### src/rtl/alu_bitserial_ctrl.sv
// rtl/alu_bitserial_ctrl.sv - bit-serial N-bit ALU sequencer driving one 1-bit ALU slice

// One-bit ALU slice: 00 NOR, 01 XOR, 10 ADD, 11 SUB (b inverted, borrow-free carry)
module alu1bit (
   input  logic       a,
   input  logic       b,
   input  logic       cin,
   input  logic [1:0] op,
   output logic       s,
   output logic       cout
);

   logic b_eff;

   // Sum/logic output and full-adder carry; carry is meaningless for NOR/XOR
   always_comb begin
      b_eff = (op == 2'b11) ? ~b : b;
      s     = 1'b0;
      case (op)
         2'b00:   s = ~(a | b);
         2'b01:   s = a ^ b;
         default: s = a ^ b_eff ^ cin;
      endcase
      cout = (a & b_eff) | (a & cin) | (b_eff & cin);
   end

endmodule

// Sequencer: shifts operands LSB first through the slice and assembles the result
module alu_bitserial_ctrl #(
   parameter int N = 8
) (
   input  logic         clk,
   input  logic         rst,
   input  logic         start,
   input  logic [N-1:0] a,
   input  logic [N-1:0] b,
   input  logic [1:0]   op,
   output logic         busy,
   output logic         done,
   output logic [N-1:0] result,
   output logic         cout,
   output logic         ovf
);

   localparam int CW = (N > 1) ? $clog2(N) : 1;
   localparam logic [CW-1:0] LAST = CW'(N - 1);

   typedef enum logic [1:0] {
      S_IDLE = 2'd0,
      S_RUN  = 2'd1,
      S_DONE = 2'd2
   } state_t;

   state_t         state_q, state_d;
   logic [N-1:0]   sa_q, sa_d;
   logic [N-1:0]   sb_q, sb_d;
   logic [N-1:0]   res_sh_q, res_sh_d;
   logic           carry_q, carry_d;
   logic [CW-1:0]  cnt_q, cnt_d;
   logic [1:0]     op_q, op_d;
   logic [N-1:0]   result_q, result_d;
   logic           cout_q, cout_d;
   logic           ovf_q, ovf_d;

   logic           slice_s;
   logic           slice_cout;
   logic           accept;
   logic           arith;

   alu1bit u_slice (
      .a    (sa_q[0]),
      .b    (sb_q[0]),
      .cin  (carry_q),
      .op   (op_q),
      .s    (slice_s),
      .cout (slice_cout)
   );

   assign busy   = (state_q == S_RUN);
   assign done   = (state_q == S_DONE);
   assign result = result_q;
   assign cout   = cout_q;
   assign ovf    = ovf_q;

   // Next-state logic: bit stepping in RUN, operand capture on an accepted start
   always_comb begin
      state_d  = state_q;
      sa_d     = sa_q;
      sb_d     = sb_q;
      res_sh_d = res_sh_q;
      carry_d  = carry_q;
      cnt_d    = cnt_q;
      op_d     = op_q;
      result_d = result_q;
      cout_d   = cout_q;
      ovf_d    = ovf_q;
      arith    = op_q[1];
      accept   = start && (state_q != S_RUN);

      case (state_q)
         S_RUN: begin
            res_sh_d = {slice_s, res_sh_q[N-1:1]};
            sa_d     = sa_q >> 1;
            sb_d     = sb_q >> 1;
            carry_d  = slice_cout;
            cnt_d    = cnt_q + CW'(1);
            if (cnt_q == LAST) begin
               // Final bit: carry_q is the carry into the MSB, slice_cout the carry out
               state_d  = S_DONE;
               cnt_d    = '0;
               result_d = {slice_s, res_sh_q[N-1:1]};
               cout_d   = arith & slice_cout;
               ovf_d    = arith & (carry_q ^ slice_cout);
            end
         end
         S_DONE:  state_d = S_IDLE;
         default: state_d = S_IDLE;
      endcase

      // Start is honoured in IDLE and DONE alike, which gives back-to-back operation
      if (accept) begin
         state_d = S_RUN;
         sa_d    = a;
         sb_d    = b;
         op_d    = op;
         cnt_d   = '0;
         carry_d = (op == 2'b11);
      end
   end

   // State and datapath registers with synchronous reset
   always_ff @(posedge clk) begin
      if (rst) begin
         state_q  <= S_IDLE;
         sa_q     <= '0;
         sb_q     <= '0;
         res_sh_q <= '0;
         carry_q  <= 1'b0;
         cnt_q    <= '0;
         op_q     <= 2'b00;
         result_q <= '0;
         cout_q   <= 1'b0;
         ovf_q    <= 1'b0;
      end else begin
         state_q  <= state_d;
         sa_q     <= sa_d;
         sb_q     <= sb_d;
         res_sh_q <= res_sh_d;
         carry_q  <= carry_d;
         cnt_q    <= cnt_d;
         op_q     <= op_d;
         result_q <= result_d;
         cout_q   <= cout_d;
         ovf_q    <= ovf_d;
      end
   end

endmodule

### config.mk
export PLATFORM = sky130hd
export DESIGN_NAME = alu_bitserial_ctrl
export DESIGN_NICKNAME = d
export VERILOG_FILES = /design/src/rtl/alu_bitserial_ctrl.sv
export SDC_FILE = /design/constraint.sdc
export NUM_CORES = 1
export LEC_CHECK = 0
export ABC_AREA = 0
export CAP_MARGIN = 30
export CORE_UTILIZATION = 40
export DETAILED_ROUTE_END_ITERATION = 8
export PLACE_DENSITY = 0.61
export SLEW_MARGIN = 25
export SYNTH_ARGS = -nofsm -noshare
export SYNTH_HDL_FRONTEND = slang
export SYNTH_SLANG_ARGS = --single-unit
### constraint.sdc
create_clock -name clk -period 2.3 [get_ports clk]
set_input_delay 0.575 -clock clk [delete_from_list [all_inputs] [get_ports clk]]
set_output_delay 0.575 -clock clk [all_outputs]
set_load 0.02 [all_outputs]
==> run_results.csv <==
group,metric,value,unit
run_status,outcome,"finished, final reports clean",
synth,synthTopCellsByArea,"dfxtp_1 46%, a211oi_2 9.0%, mux2i_1 8.9%, nand2_1 7.1%, a21oi_1 6.4%",
sta,rsz0062_at_grt,"no",
clocking,cts_made_buffers,5,
finish,finalNonFillerCells,273,
sta,fin_crit,2.19,ns
setup_path,cp_cell_sequence,"nand2b_2 -> inv_4 -> clkdlybuf4s50_1",
setup_path,regToRegEndpoint,"res_sh_q[7]",
clocking,clk_latency,0.29,ns
grt,grt_pass1_wl,5.79,mm
setup_path,arrival,1.62,ns
sta,relSlewSlack,68.7,%
finish,antennaDiodeCount,0,
synth,synthesis.nets,218,
sta,worst_slew_pin_slew,0.470,ns
setup_path,end_kind,"output port",
sta,slew_viol_final,0,
clocking,postCtsSetupBuffers,0,
place,place_congestion,0.703,
sta,fin_ws,0.108,ns
sta,fmax,456,MHz
hold_path,hold_class,"register to register",
setup_path,r2r-start,"op_q[1]",
routing,drcViolationCount,0,
clocking,cts_max_level,2,
job,max_cap_violations,0,
grt,grt_overflow,0,
routing,first_pass_iters,4,
place,hpwl,2.24,mm
floorplan,num_io_pins,33,
clocking,hold_buffers,0,
synth,synth_ff_type,"dfxtp_1",
grt,grt_usage,15.2,%
setup_path,reg2reg_depth,6,
power,ir_drop,0.562,mV
power,leakage,0.850,nW
floorplan,num_rows,24,
finish,drive_above_1_share,12.7,%
setup_path,crit_family,"buffers and inverters",
setup_path,critPathMaxFanout,16,
setup_path,cp_slowest_cell,"clkdlybuf4s50_1",
synth,synth_xor_area_share,0.972,%
clocking,cts-root-buf,"clkbuf_8",
hold_path,holdPathStages,2,
floorplan,die_w,69.1,µm
routing,vias_per_cell,5.03,
place,dp_worst_setup_slack,0.366,ns
synth,async_flop_share,0,%
synth,avgSynthCellArea,9.34,µm²
synth,synth.mux.area_fraction,9.51,%
setup_path,required,1.73,ns
synth,synth_compound_gate_area_share,18.0,%
sta,fin_tns_setup,0,ns
floorplan,fp.dieH,69.1,µm
routing,wl_per_cell,12.5,µm
finish,design_area,0.00225,mm²
synth,yosysTopAreaCellShare,45.5,%
grt,antenna_found_initial,0,
hold_path,min_to,"result[0]",
routing,dr_total_vias,1373,
clocking,cts_tree,"built",
finish,fin_nets,245,
setup_path,critPathLaunchType,"register",
grt,first_global_vias,1301,
setup_path,worst-setup-path-type,"register to output port",
place,postPlaceCellArea,0.00211,mm²
clocking,clk_pin_slew,0.08,ns
routing,routed_wirelength,3.40,mm
finish,areaGrowthSynthToFinish,24.6,%
synth,syn_area,0.00180,mm²
sta,finalSetupViolCount,0,
floorplan,die_area,0.00478,mm²
sta,finClkSkew,0.00660,ns
routing,first_iter_violations,76,
clocking,cts_max_path_buffers,2,
finish,mostFrequentLayoutCells,"41 x dfxtp_1, 34 x nand2_1, 31 x clkdlybuf4s50_1, 23 x a21oi_1, 17 x nor2_1",
finish,layout_commonest_cell,"dfxtp_1",
hold_path,min-delay-start,"res_sh_q[1]",
sta,post-route-period-util,95.3,%
setup_path,r2r_slack,0.63,ns
place,dp_cells,265,
floorplan,start_util,41.4,%
synth,synth_cell_types,28,
place,port_buffers,32,
setup_path,crit_buf_inv,2,
clocking,cts-resized-gates,0,
synth,yosysSeqAreaShare,45.5,%
sta,finalHoldViolations,0,
synth,yosysWarningCount,0,
synth,synth-seq-cells,41,
synth,synth_edf_count,0,
floorplan,core,0.00435,mm²
synth,synth_top_family_by_area,"compound AO/OA/AOI/OAI gates",
grt,grt_max_degree,43,
clocking,cts_sinks,41,
synth,synth_fa_ha_area_share,3.19,%
synth,synth_simple_gate_area_share,15.9,%
synth,syn-instance-count,193,
routing,drtAntennaViolNets,0,
setup_path,slowest_delay,0.63,ns
power,power_density,729,mW/mm²
synth,yosysTopAreaCell,"dfxtp_1",
==> worst max path at each step <==
stage / slack (ns) / depth (start not counted) / start / endpoint
2_1_floorplan: 0.82 / 6 / op_q[1] / res_sh_q[7]
3_3_place_gp: 0.40 / 5 / start / carry_q
3_5_place_dp: 0.37 / 5 / start / carry_q
4_1_cts: 0.09 / 3 / state_q[1] / busy
5_1_grt: 0.03 / 3 / state_q[1] / busy
6_report: 0.11 / 3 / state_q[1] / busy
==> worst reg2reg max path, cell delays in order (launching register included) <==
cell and delay, ns:
dfxtp_1 0.45, nand2_1 0.10, xnor2_1 0.17, fa_1 0.43, nand2b_1 0.18, o211ai_1 0.14
a21oi_1 0.09
==> sequential cells by signal (all words and copies together) (netlist names) <==
signal / flops
result: 8
ovf: 1
op_q: 2
sb_q: 8
cnt_q: 3
state_q: 2
res_sh_q: 7
sa_q: 8
cout: 1
carry_q: 1
==> synthesized netlist by cell type (all sizes together) (2+ instances only) <==
library cell and n:
buf 12, nor3 2, mux2i 16, nand2 34
nand3 7, a211oi 15, inv 4, dfxtp 41
nor2 17, nand2b 3, o211ai 2, a21oi 23
ha 3, o21ai 2, clkbuf 3
==> cell type report <==
cell class | instances | area, µm²
clock buffer | 5 | 68.8
clock inverter | 3 | 65.1
tap | 52 | 65.1
fill | 385 | 2110
sequential | 41 | 821
timing repair buffer | 35 | 350
inverter | 4 | 17.5
multi-input combinational | 133 | 860
==> where the power goes <==
| group | switching (mW) | total (mW) | internal, mW |
|---|---|---|---|
| clock | 0.245 | 0.676 | 0.431 |
| sequential | 0.0235 | 0.768 | 0.745 |
| combinational | 0.0990 | 0.195 | 0.0959 |
==> per-stage QoR <==
stage | power (mW) | hold WS (ns) | util, %
after floorplan | 0.929 | 0.432 | -
after global placement | 0.976 | 0.441 | 48.5
after detailed placement | 0.981 | 0.447 | 48.5
after CTS | 1.66 | 0.458 | 51.6
after global routing | 1.71 | 0.485 | 51.6
final | 1.64 | 0.455 | 51.6
==> layer usage <==
metal,global-route usage (%),wire length (µm)
met5,0,0
met4,7.94,58
met3,3.80,124
met2,23.7,1560
met1,19.2,1660
==> cells by family (layout without fill, tap and decap cells) <==
logic type / Yosys count / count (layout)
and+or+nand+nor: 67 / 67
AOI/OAI and AO/OA: 43 / 43
DFF: 41 / 41
buffers and inverters: 19 / 47
muxes: 17 / 17
adders and majority gates: 4 / 4
xor gates and xnor gates: 2 / 2
Power figures use the tool's default switching activity.
